$ cat config.mk
export PLATFORM = sky130hd
export DESIGN_NAME = oam_dma_arbiter
export DESIGN_NICKNAME = d
export VERILOG_FILES = /design/src/rtl/oam_dma_arbiter.sv
export SDC_FILE = /design/constraint.sdc
export NUM_CORES = 1
export LEC_CHECK = 0
export ABC_AREA = 1
export CORE_ASPECT_RATIO = 0.5
export CORE_MARGIN = 2
export CORE_UTILIZATION = 43
export DETAILED_ROUTE_END_ITERATION = 7
export GPL_TIMING_DRIVEN = 0
export PLACE_DENSITY_LB_ADDON = 0.08
export SYNTH_ARGS = -nofsm -noshare
export SYNTH_HDL_FRONTEND = slang
export SYNTH_SLANG_ARGS = --single-unit
$ cat constraint.sdc
create_clock -name clock -period 1.66 [get_ports clock]
set_input_delay 0.249 -clock clock [delete_from_list [all_inputs] [get_ports clock]]
set_output_delay 0.249 -clock clock [all_outputs]
set_load 0.01 [all_outputs]
$ cat src/rtl/oam_dma_arbiter.sv
// oam_dma_arbiter: shares the memory bus between the CPU and the sprite (OAM) DMA engine.
// A CPU write to DMA_REG_ADDR copies 256 bytes from page {data,8'h00} to OAM_DATA_ADDR
// while holding the CPU halted. Reads always land on get (parity 0) cycles.
// Optional: define OAMDMA_DEBUG_PORTS_EN to expose dma_busy, dma_index and dma_done.
module oam_dma_arbiter #(
    parameter logic [15:0] DMA_REG_ADDR  = 16'h4014,
    parameter logic [15:0] OAM_DATA_ADDR = 16'h2004
) (
    input  logic        clock,
    input  logic        reset,
    input  logic [15:0] cpu_addr,
    input  logic        cpu_rw,
    input  logic [7:0]  cpu_data_out,
    output logic        cpu_halt,
    output logic [15:0] mem_addr,
    output logic        mem_rw,
    output logic [7:0]  mem_data_out,
    input  logic [7:0]  mem_data_in,
`ifdef OAMDMA_DEBUG_PORTS_EN
    output logic        dma_busy,
    output logic [7:0]  dma_index,
    output logic        dma_done,
`endif
    output logic [7:0]  cpu_data_in
);

    typedef enum logic [2:0] {
        StIdle,
        StHalt,
        StAlign,
        StRead,
        StWrite
    } state_e;

    state_e      state_q, state_d;
    logic        parity_q;
    logic [7:0]  idx_q, idx_d;
    logic [7:0]  page_q, page_d;
    logic [7:0]  data_buf_q, data_buf_d;
    logic        cpu_halt_q, cpu_halt_d;
    logic        trigger;

    assign trigger     = !cpu_rw && (cpu_addr == DMA_REG_ADDR);
    assign cpu_halt    = cpu_halt_q;
    assign cpu_data_in = mem_data_in;

    // Get/put cycle tracking: parity 0 is a get (read) cycle.
    always_ff @(posedge clock) begin
        if (reset) begin
            parity_q <= 1'b0;
        end else begin
            parity_q <= ~parity_q;
        end
    end

    // State and DMA bookkeeping registers.
    always_ff @(posedge clock) begin
        if (reset) begin
            state_q    <= StIdle;
            idx_q      <= 8'h00;
            page_q     <= 8'h00;
            data_buf_q <= 8'h00;
            cpu_halt_q <= 1'b0;
        end else begin
            state_q    <= state_d;
            idx_q      <= idx_d;
            page_q     <= page_d;
            data_buf_q <= data_buf_d;
            cpu_halt_q <= cpu_halt_d;
        end
    end

    // Next-state logic and bus mux; IDLE is a pure passthrough of the CPU.
    always_comb begin
        state_d      = state_q;
        idx_d        = idx_q;
        page_d       = page_q;
        data_buf_d   = data_buf_q;
        cpu_halt_d   = cpu_halt_q;
        mem_addr     = cpu_addr;
        mem_rw       = cpu_rw;
        mem_data_out = cpu_data_out;

        unique case (state_q)
            StIdle: begin
                // The trigger write itself still reaches memory through the passthrough.
                if (trigger) begin
                    page_d     = cpu_data_out;
                    idx_d      = 8'h00;
                    cpu_halt_d = 1'b1;
                    state_d    = StHalt;
                end
            end
            StHalt: begin
                mem_rw       = 1'b1;
                mem_data_out = 8'h00;
                // Skip the alignment cycle when the next cycle is already a get cycle.
                state_d      = parity_q ? StRead : StAlign;
            end
            StAlign: begin
                mem_rw       = 1'b1;
                mem_data_out = 8'h00;
                state_d      = StRead;
            end
            StRead: begin
                mem_addr     = {page_q, idx_q};
                mem_rw       = 1'b1;
                mem_data_out = 8'h00;
                data_buf_d   = mem_data_in;
                state_d      = StWrite;
            end
            StWrite: begin
                mem_addr     = OAM_DATA_ADDR;
                mem_rw       = 1'b0;
                mem_data_out = data_buf_q;
                // idx wraps within the page; the page never carries.
                idx_d        = idx_q + 8'd1;
                if (idx_q == 8'hFF) begin
                    cpu_halt_d = 1'b0;
                    state_d    = StIdle;
                end else begin
                    state_d    = StRead;
                end
            end
            default: begin
                state_d = StIdle;
            end
        endcase
    end

`ifdef OAMDMA_DEBUG_PORTS_EN
    logic dma_done_q;

    // One-cycle pulse on the cycle after the final WRITE.
    always_ff @(posedge clock) begin
        if (reset) begin
            dma_done_q <= 1'b0;
        end else begin
            dma_done_q <= (state_q == StWrite) && (idx_q == 8'hFF);
        end
    end

    assign dma_busy  = (state_q != StIdle);
    assign dma_index = idx_q;
    assign dma_done  = dma_done_q;
`endif

endmodule

## Word level (Yosys, flattened, before mapping)

Cells that the tools add are included.

- Bits in registers: 29
- Input port bits: 35
- Output and inout port bits: 34
- Logic and storage cells: 36

- Add/subtract/negate cells: 1
- Equality and inequality tests: 8
- Mux-type cells: 12
- Bitwise operators: 1
- Reductions and logical operators: 8

Operator list:

| operator | number |
|---|---|
| $pmux 16 s2 | 1 |
| $pmux 8 s2 | 2 |
| $eq 16x15->1 const B | 1 |
| $pmux 3 s5 | 1 |
| $add 8x1->8 const B | 1 |
| $eq 8x8->1 const B | 1 |
| $mux 8 | 1 |
| $eq 3x2->1 const B | 2 |
| $ne 2x2->1 const B | 2 |
| $pmux 1 s2 | 2 |
| $reduce_and 2->1 | 2 |
| $eq 3x1->1 const B | 1 |
| $eq 3x3->1 const B | 1 |
| $logic_not 3->1 | 1 |
| $mux 1 | 3 |
| $mux 3 | 1 |
| $reduce_and 3->1 | 1 |
| $reduce_or 3->1 | 1 |
| $mux 2 | 1 |
| $reduce_bool 2->1 | 1 |
| $logic_and 1x1->1 | 1 |
| $logic_not 1->1 | 1 |
| $not 1->1 | 1 |

## Logic depth before layout (Yosys ltp)

Gate-level depths: netlist of the first run.

- Depth after elaboration: 4
- Mapped depth: 10
- Depth with buffers taken out: 10

## Worst setup path after synthesis of the first run

Ideal clock, no wire load.

- Kind: reg2out
- Start: reg state_q[1]
- End: out mem_addr[15]
- Arrival time: 1.078 ns
- Data required time: 1.411 ns
- Slack: 0.333 ns
- Stages on the path, launching flop included: 6
- Cell sequence: dfxtp_1 > nand2_1 > nor2_2 > inv_1 > buf_2 > o21ai_0

- Word-level cells in the longest chain between the ends: 2
- Elaborated cells on any way between the ends: 3

RTL lines:

| item | line | source |
|---|---|---|
| start: declaration | 35 | `state_e state_q, state_d;` |
| start signal: assignment | 59 | `state_q <= StIdle;` |
| start signal: assignment | 65 | `state_q <= state_d;` |
| $eq 3x3->1 or $eq 3x2->1 (tied branches) | 84 | `unique case (state_q)` |
| $pmux 16 s2 * | 84 |  |
| end: declaration | 15 | `output logic [15:0] mem_addr,` |

Mark *: on every way between the ends. The rest lies on a longest branch, timed or not.

## Final worst setup path of the first run

- Start: reg state_q[0]
- End: out mem_addr[5]

Same word-level chain as after synthesis.

==> summary.txt, run 1 <==
status: complete, but fails checks
failing checks: negative setup slack
vias in the first global route: 1,769
final wirelength: 5.865 mm
power per standard cell area: 669.0 nW/um2
hpwl dp: 3.847 mm
dpl cells: 380
RSZ-0062 raised after global routing: yes
top cells by area, synth: dfxtp_1, nand2_1, nor2_1
most numerous cell in the Yosys netlist: nand2_1
DRC viols: 0
largest net degree at the start of global routing: 11
layout cells sized above 1: 0.2579
placeable core area: 3566 um2
DRT Pass-1 Iters: 5
initial antenna violation count: 0
asr flop ratio synth: 0
final global-route overflow total: 0
Setup Crit Path Kind: reg -> out
Vert. Die Dim: 47.88 um
Initial Utilization: 0.4642
Synth Register Bits: 29
Hold Violations, Final: 0
dominant cell type by area after synthesis: dfxtp_1
Area Overhead vs Synth: 61.75%
YS warnings: 0
IR drop worst, VDD: 0.0004462 V
Worst Setup Slack, final: -0.03004 ns
Die Area: 4392 um2
final worst-path cycle share: 1.018
Leak: 1.282 nW
Worst-Margin Slew: 0.4367 ns
Final Slew Violations: 0
Clock Skew: 0.004781 ns
Syn Std Cell Area: 1655 um2
Tot GR Track Use: 0.2544
nets: 385
n_diodes: 0
Final Core Density: 0.7509
hold slack: 0.2540 ns
Avg Cell Area, Syn: 6.318 um2
WP data arrival: 1.44 ns
Synth cell types: 23
Die W: 91.75 um
WL per Instance: 14.66 um
path category of the worst min-delay check: in -> reg
first-pass GRT wire length: 8.487 mm
predominant post-synthesis flop cell: dfxtp_1
CTS max path bufs: 2
antenna viol nets, final: 0
H-tree Lvls: 2
Syn Nets: 298
setup violators final: 15
worst-skew pair later-pin latency: 0.29 ns
cell count after synthesis: 262
DR vias/cell: 5.190
Final TNS setup: -0.2696 ns
I/O pins: 69
top cell type's share of synthesized area: 0.3507
post-synthesis sequential area ratio: 0.3507
initial DRC count: 110
CTS tree: done
Period minus WS final: 1.690 ns
fill count: 260
Root Buffer Master: clkbuf_8
WP data required: 1.41 ns
crit path max fanout: 6
critical path launch point type: register
slew margin rel.: 0.7089
FP Rows: 15
routability cong.: 0.9021
clk slew on worst S/H paths: 0.06 ns
PortBufs: 67
Post-Layout Cell Count: 400
most frequent cells after synthesis: nand2_1, nor2_1, nand3_1
max frequency: 0.5917 GHz
CTS sink count: 29
dpl ws: -0.2688 ns
Vias: 2,076
max-cap viol count: 0
Critical Path End Type: output port
EDFF count, synth: 0
clock buffer count from CTS: 5
## state kept, by name, summed over array words and instances, names as in the netlist
name,cells
page_q,8
state_q,3
parity_q,1
cpu_halt,1
data_buf_q,8
idx_q,8
## worst max-delay path, cell delays in order, from the launching register on
cell and delay, ns:
dfxtp_4 0.37, nor2_4 0.15, nand2_4 0.09, buf_6 0.13, buf_8 0.12, nand2_8 0.08, o22ai_1 0.06, buf_2 0.14
## path summary, 6_finish.rpt
path,depth (start not counted),endpoint,slack (ns),from
worst max-delay path,7,mem_addr[5],-0.03,state_q[0]$_SDFFE_PP0P_
worst min register to register,1,parity_q$_SDFF_PP0_,0.42,parity_q$_SDFF_PP0_
worst min-delay path,2,state_q[1]$_SDFFE_PP0P_,0.25,reset
worst max register to register,10,state_q[0]$_SDFFE_PP0P_,0.21,idx_q[0]$_SDFFE_PP0P_
## power by group
group | total (W) | internal, W | switching [W]
clock network | 0.000596 | 0.000328 | 0.000268
registers | 0.000729 | 0.000709 | 0.0000196
logic | 0.000467 | 0.000248 | 0.000218
## placed cells by master, fill, tap and decap left out, types with 10 or more instances in the layout
cell type         n
clkdlybuf4s50_1  41
dfxtp_1          26
buf_2            26
buf_4            19
inv_1            23
o21ai_0          14
nor2_1           43
a21oi_1          10
nand2_1          58
nand3_1          24
## stage by stage
step	total power, W	instance area, um2
after floorplan	0.0009127	1655
after global placement	0.001179	2390
after detailed placement	0.001185	2390
after CTS	0.001756	2516
after global routing	0.001859	2678
final	0.001791	2678
## what timing repair did
action,4_1_cts,5_1_grt
resized for setup,129,22
hold buffers,0,0
setup buffers,7,5
endpoints found under the hold margin,0,0
cloned,0,2
pin swaps,4,6
setup endpoints to repair,25,26
## routing by layer
layer,part of all wire,GRT usage,vias up
met5,0,0,-
met4,0.018,0.06269,0
met3,0.10,0.07244,17
met2,0.46,0.4544,107
met1,0.42,0.3186,946
li1,-,-,1006
## layout make-up
class | instances | area (um2) | area share
timing repair buffer | 81 | 714.4 | 0.2668
clock buffer | 7 | 86.33 | 0.03224
sequential | 29 | 591.8 | 0.2210
multi-input combinational | 186 | 927.1 | 0.3463
inverter | 26 | 103.9 | 0.03879
tap | 51 | 63.81 | 0.02383
buffer | 20 | 190.2 | 0.07103
## cell families (layout without fill, tap and decap cells)
| group | count (synthesis) | after routing | share of synthesized area |
|---|---|---|---|
| AND/OR/NAND/NOR | 144 | 144 | 0.3658 |
| buffers and inverters | 47 | 134 | 0.1436 |
| AO/OA/AOI/OAI | 41 | 41 | 0.1323 |
| adder cells (fa/ha/maj) | 1 | 1 | 0.007557 |
| flip-flops | 29 | 29 | 0.3507 |
Note: power is estimated with default switching activity, not from simulation.
==> run 2: changes to the inputs <==
CAP_MARGIN = 0   (was unset)
TNS_END_PERCENT = 10   (was unset)
==> run 2 against run 1 <==
The flow still finishes with violations (negative setup slack); non-clock buffer count decreased by 5; power is 1.9% lower; final area shrank 3.9%; combinational power decreased by 5.6%; largest cell class unchanged; critical path depth did not move; sequential share of layout area is 0.81 points higher; clock skew decreased by 0.0036 ns; sequential power barely moved; global-route usage fell by 0.18 points; via count decreased by 2.6%.
==> summary.txt, run 2 (synthesis gave the netlist of run 1 again) <==
crit path max fanout: 10 (was 6)
Top Family by Delay on Critical Path: buffers and inverters (unchanged)
Buf+Inv Stages, Crit Path: 3 (unchanged)
placed cell area: 2390 um2 (unchanged)
antenna viol nets, final: 0 (unchanged)
Setup crit end: mem_data_out[0] (was mem_addr[5])
Die Area: 4392 um2 (unchanged)
CTS sink count: 29 (unchanged)
Worst-Margin Slew: 0.4392 ns (was 0.4367 ns)
IR drop worst, VDD: 0.0005150 V (was 0.0004462 V)
max-cap viol count: 0 (unchanged)
DRC viols: 0 (unchanged)
routability cong.: 0.9021 (unchanged)
fill count: 281 (was 260)
WP data arrival: 1.42 ns (was 1.44 ns)
max frequency: 0.5985 GHz (was 0.5917 GHz)
slew margin rel.: 0.7072 (was 0.7089)
DRT Pass-1 Iters: 4 (was 5)
Hold Crit Start: reset (unchanged)
Internal: 0.001276 W (was 0.001286 W)
nets: 380 (was 385)
clock buffer count from CTS: 5 (unchanged)
sw frac: 0.2740 (was 0.2821)
Leak: 1.222 nW (was 1.282 nW)
Clk pwr share: 0.334 (was 0.333)
Critical Path End Type: output port (unchanged)
path category of the worst min-delay check: in -> reg (unchanged)
Area Overhead vs Synth: 55.40% (was 61.75%)
largest net degree at the start of global routing: 11 (unchanged)
worst-skew pair later-pin latency: 0.28 ns (was 0.29 ns)
combinational power share: 0.251 (was 0.260)
placeable core area: 3566 um2 (unchanged)
power per standard cell area: 683.1 nW/um2 (was 669.0 nW/um2)
Reg2Reg Capture Point: state_q[0]$_SDFFE_PP0P_ (unchanged)
WP data required: 1.41 ns (about the same)
H-tree Lvls: 2 (unchanged)
worst reg2reg path depth: 10 (unchanged)
CTS tree: done (unchanged)
area of the multi-input gates: 902.1 um2 (was 927.1 um2)
dpl ws: -0.2688 ns (unchanged)
Die W: 91.75 um (unchanged)
Setup Crit Path Kind: reg -> out (unchanged)
Initial Utilization: 0.4642 (unchanged)
hpwl dp: 3.847 mm (unchanged)
Vert. Die Dim: 47.88 um (unchanged)
origin of the critical flop-to-flop path: idx_q[0]$_SDFFE_PP0P_ (unchanged)
initial DRC count: 109 (was 110)
setup violators final: 4 (was 15)
I/O pins: 69 (unchanged)
Worst setup startpoint: state_q[0]$_SDFFE_PP0P_ (unchanged)
Final Slew Violations: 0 (unchanged)
Seq. cell area: 589.3 um2 (was 591.8 um2)
cts hold-fix bufs: 0 (unchanged)
final global-route overflow total: 0 (unchanged)
critical path depth: 7 (unchanged)
DR vias/cell: 5.119 (was 5.190)
most frequent cells in the layout: nand2_1, nor2_1, clkdlybuf4s50_1, nand3_1, dfxtp_1 (was nand2_1, nor2_1, clkdlybuf4s50_1, buf_2, dfxtp_1)
Vias: 2,022 (was 2,076)
CP max stage delay: 0.37 ns (about the same)
failing checks: negative setup slack (unchanged)
first-pass GRT wire length: 8.452 mm (was 8.487 mm)
Hold Violations, Final: 0 (unchanged)
PnR Total Power: 0.001757 W (was 0.001791 W)
layout cells sized above 1: 0.2384 (was 0.2579)
Tot GR Track Use: 0.2526 (was 0.2544)
Top cell by count, worst path: buf_6
CTS max path bufs: 2 (unchanged)
biggest regs: data_buf_q (8), idx_q (8), page_q (8) (unchanged)
share of power burned in registers: 0.415 (was 0.407)
Clock Skew: 0.001173 ns (was 0.004781 ns)
n_diodes: 0 (unchanged)
critical path launch point type: register (unchanged)
cell area after layout: 2572 um2 (was 2678 um2)
WL per Instance: 13.96 um (was 14.66 um)
final wirelength: 5.514 mm (was 5.865 mm)
Worst Setup Slack, final: -0.01086 ns (was -0.03004 ns)
status: complete, but fails checks (unchanged)
Period minus WS final: 1.671 ns (was 1.690 ns)
clk slew on worst S/H paths: 0.06 ns (about the same)
vias in the first global route: 1,764 (was 1,769)
initial antenna violation count: 0 (unchanged)
final worst-path cycle share: 1.007 (was 1.018)
PortBufs: 67 (unchanged)
CP cell instances: nor2_4 > nand2_2 > buf_6 > buf_6 > nand3_1 > nand2_1 > buf_2 (was nor2_4 > nand2_4 > buf_6 > buf_8 > nand2_8 > o22ai_1 > buf_2)
Root Buffer Master: clkbuf_8 (unchanged)
switching pwr: 0.0004815 W (was 0.0005054 W)
FP Rows: 15 (unchanged)
RSZ-0062 raised after global routing: yes (unchanged)
commonest non-fill, non-tap cell in the layout: nand2_1 (unchanged)
worst reg-to-reg setup slack: 0.19 ns (was 0.21 ns)
Crit-path slowest cell: dfxtp_4 (unchanged)
run 2: worst min path at each step:
stage | cells past startpoint | to | slack, ns
finish | 2 | state_q[1]$_SDFFE_PP0P_ | 0.26
floorplan | 2 | data_buf_q[1]$_SDFFE_PP0N_ | 0.38
global placement | 1 | parity_q$_SDFF_PP0_ | 0.40
CTS | 2 | state_q[1]$_SDFFE_PP0P_ | 0.26
detailed placement | 1 | parity_q$_SDFF_PP0_ | 0.41
global route | 2 | state_q[0]$_SDFFE_PP0P_ | 0.28
run 2: repair_timing:
action | in CTS | in global routing
cloned | 0 | 1
pin swaps | 4 | 4
setup buffers | 6 | 1
gates resized for setup | 125 | 15
endpoints found under the setup margin | 25 | 26
run 2: area by class of cell:
type,instances,area share
clock buffer,7,0.03356
sequential,29,0.2291
inverter,26,0.04426
timing repair buffer,75,0.2451
tap,51,0.02481
buffer,21,0.07247
multi-input combinational,186,0.3507
run 2: power groups by stage:
stage / logic, W / clock network [W] / registers, W
2_1_floorplan: 0.000181 / 0 / 0.000732
3_3_place_gp: 0.000445 / 0 / 0.000733
3_5_place_dp: 0.000450 / 0 / 0.000734
4_1_cts: 0.000412 / 0.000593 / 0.000722
5_1_grt: 0.000477 / 0.000623 / 0.000731
6_report: 0.000441 / 0.000586 / 0.000730
run 2: stage by stage:
step                utilization  hold slack (ns)  instances  TNS (ns)
floorplan                     -           0.3839        262         0
global placement         0.6702           0.4048        380    -5.380
detailed placement       0.6702           0.4094        380    -5.744
CTS                      0.7000           0.2553        393  -0.09516
global route             0.7214           0.2764        395   -0.9882
finish                   0.7214           0.2597        395  -0.02457
run 2: worst reg2reg max path, delay by kind of cell (launching register included):
kind / cells / cell delay (ns)
AO/OA/AOI/OAI: 1 / 0.07
AND/OR/NAND/NOR: 7 / 0.58
buffers and inverters: 1 / 0.08
flip-flops: 1 / 0.42
adder cells (fa/ha/maj): 1 / 0.20
run 2: layer usage:
| layer | global-route usage | up-vias | wire length [um] |
|---|---|---|---|
| met1 | 0.3167 | 929 | 2350 |
| li1 | - | 992 | - |
| met3 | 0.07244 | 11 | 527 |
| met5 | 0 | - | 0 |
| met2 | 0.4544 | 90 | 2564 |
| met4 | 0.05373 | 0 | 73 |
==> run 3: changes to the inputs <==
SKIP_LAST_GASP = 1   (was unset)
==> run 3 against run 2 <==
Utilization decreased by 1.4 points; the run still ends with negative setup slack left; power down 0.20%; first-iteration DRC count is 19% higher; combinational power decreased by 1%; final area shrank 1.9%; sequential cell count did not move; worst hold slack got worse by 0.0077 ns; count of clock-buffer cells in the layout unchanged; critical path depth stayed put; global-route usage decreased by 0.18 points; register-to-register slack about the same; critical endpoint is now mem_addr[14]; setup slack got worse by 0.011 ns.
==> summary.txt, run 3 (synthesis gave the netlist of run 1 again) <==
layout cells sized above 1: 0.2164 (was 0.2384)
Root Buffer Master: clkbuf_8 (unchanged)
power per standard cell area: 695.3 nW/um2 (was 683.1 nW/um2)
crit path max fanout: 9 (was 10)
GR met3 Demand/Resource: 0.07244 (unchanged)
hpwl dp: 3.847 mm (unchanged)
Die Area: 4392 um2 (unchanged)
clk slew on worst S/H paths: 0.06 ns (about the same)
Initial Utilization: 0.4642 (unchanged)
n_diodes: 0 (unchanged)
Post-Layout Cell Count: 393 (was 395)
DRT Pass-1 Iters: 4 (unchanged)
Final TNS setup: -0.08574 ns (was -0.02457 ns)
max frequency: 0.5946 GHz (was 0.5985 GHz)
final worst-path cycle share: 1.013 (was 1.007)
Period minus WS final: 1.682 ns (was 1.671 ns)
Critical Path End Type: output port (unchanged)
initial DRC count: 130 (was 109)
max-cap viol count: 0 (unchanged)
met2 Usage GRT: 0.4544 (unchanged)
I/O pins: 69 (unchanged)
worst-skew pair later-pin latency: 0.28 ns (about the same)
FP Rows: 15 (unchanged)
Area Overhead vs Synth: 52.38% (was 55.40%)
Worst-Margin Slew: 0.4268 ns (was 0.4392 ns)
WL per Instance: 13.68 um (was 13.96 um)
initial antenna violation count: 0 (unchanged)
fill count: 296 (was 281)
WP data required: 1.41 ns (about the same)
Hold Crit Start: reset (unchanged)
Tot GR Track Use: 0.2508 (was 0.2526)
Worst Setup Slack, final: -0.02176 ns (was -0.01086 ns)
Clock Skew: 0.002187 ns (was 0.001173 ns)
path category of the worst min-delay check: in -> reg (unchanged)
hold path cells: 2 (unchanged)
placeable core area: 3566 um2 (unchanged)
critical path launch point type: register (unchanged)
PortBufs: 67 (unchanged)
vias in the first global route: 1,757 (was 1,764)
CTS sink count: 29 (unchanged)
DR vias/cell: 5.031 (was 5.119)
H-tree Lvls: 2 (unchanged)
slew margin rel.: 0.7155 (was 0.7072)
final wirelength: 5.376 mm (was 5.514 mm)
WP data arrival: 1.43 ns (was 1.42 ns)
cts hold-fix bufs: 0 (unchanged)
Die W: 91.75 um (unchanged)
CTS max path bufs: 2 (unchanged)
DRC viols: 0 (unchanged)
Hold Violations, Final: 0 (unchanged)
Hold Path End: state_q[1]$_SDFFE_PP0P_ (unchanged)
Final Slew Violations: 0 (unchanged)
Vert. Die Dim: 47.88 um (unchanged)
first-pass GRT wire length: 8.383 mm (was 8.452 mm)
origin of the critical flop-to-flop path: idx_q[0]$_SDFFE_PP0P_ (unchanged)
worst reg2reg path depth: 10 (unchanged)
met1 GRT Util: 0.3120 (was 0.3167)
IR drop worst, VDD: 0.0005181 V (was 0.0005150 V)
GR peak layer: met2 (unchanged)
RSZ-0062 raised after global routing: yes (unchanged)
worst reg-to-reg setup slack: 0.20 ns (was 0.19 ns)
nets: 378 (was 380)
routability cong.: 0.9021 (unchanged)
setup violators final: 7 (was 4)
clock buffer count from CTS: 5 (unchanged)
Leak: 1.197 nW (was 1.222 nW)
most frequent cells in the layout: nand2_1, nor2_1, clkdlybuf4s50_1, nand3_1, dfxtp_1 (unchanged)
Vias: 1,977 (was 2,022)
dpl cells: 380 (unchanged)
biggest regs: data_buf_q (8), idx_q (8), page_q (8) (unchanged)
antenna viol nets, final: 0 (unchanged)
largest net degree at the start of global routing: 11 (unchanged)
Setup Crit Path Kind: reg -> out (unchanged)
final global-route overflow total: 0 (unchanged)
commonest non-fill, non-tap cell in the layout: nand2_1 (unchanged)
failing checks: negative setup slack (unchanged)
CTS tree: done (unchanged)
status: complete, but fails checks (unchanged)
Reg2Reg Capture Point: state_q[0]$_SDFFE_PP0P_ (unchanged)
run 3: changes by cell type in the layout (fill, tap and decap cells not counted), moves of 2 or more:
cell and delta:
clkbuf_2 +12, o21ai_2 -2, buf_4 -2, buf_2 -12
run 3: timing repair:
action,4_1_cts,5_1_grt
endpoints found under the setup margin,25,26
resized for setup,94,26
buffers inserted,6,0
cloned,0,0
pin swaps,4,2
run 3: area by class of cell:
class	count	area, um2	share of cell area
multi-input combinational	186	887.1	0.3517
inverter	26	113.9	0.04514
clock buffer	7	86.33	0.03423
timing repair buffer	73	599.3	0.2376
buffer	21	182.7	0.07242
sequential	29	589.3	0.2336
tap	51	63.81	0.02530
run 3: report_power, final:
part | internal [W] | switching, W | leakage [nW]
logic | 0.000233 | 0.000202 | 0.917
registers | 0.000711 | 0.0000188 | 0.236
clock network | 0.000328 | 0.000261 | 0.0443
run 3: per-layer routing:
layer,vias to the layer above,routed length [um]
li1,987,-
met1,901,2347
met2,80,2477
met3,9,483
met4,0,68
met5,-,0
run 3: worst max path at each step:
stage,to,cells after the start,slack [ns],from
after floorplan,mem_addr[15],5,0.33,state_q[1]$_SDFFE_PP0P_
after CTS,mem_data_out[3],6,-0.08,state_q[1]$_SDFFE_PP0P_
after global placement,mem_addr[6],6,-0.27,state_q[2]$_SDFFE_PP0P_
after global routing,mem_addr[13],6,-0.07,state_q[1]$_SDFFE_PP0P_
final,mem_addr[14],7,-0.02,state_q[0]$_SDFFE_PP0P_
after detailed placement,mem_addr[6],7,-0.27,state_q[1]$_SDFFE_PP0P_
run 3: stage by stage:
step / hold WS, ns / worst slack (ns) / utilization / cell area, um2 / total power [W]
2_1_floorplan: 0.3839 / 0.3332 / - / 1655 / 0.0009127
3_3_place_gp: 0.4048 / -0.2713 / 0.6702 / 2390 / 0.001179
3_5_place_dp: 0.4094 / -0.2688 / 0.6702 / 2390 / 0.001185
4_1_cts: 0.2553 / -0.07675 / 0.7207 / 2570 / 0.001749
5_1_grt: 0.2750 / -0.07474 / 0.7074 / 2522 / 0.001824
6_report: 0.2520 / -0.02176 / 0.7074 / 2522 / 0.001754
run 3: critical path: stages (launching register included):
cell,delay [ns]
dfxtp_4,0.37
nor2_4,0.12
nand2_2,0.09
buf_6,0.14
buf_6,0.14
nand2_8,0.08
o22ai_2,0.07
buf_2,0.14
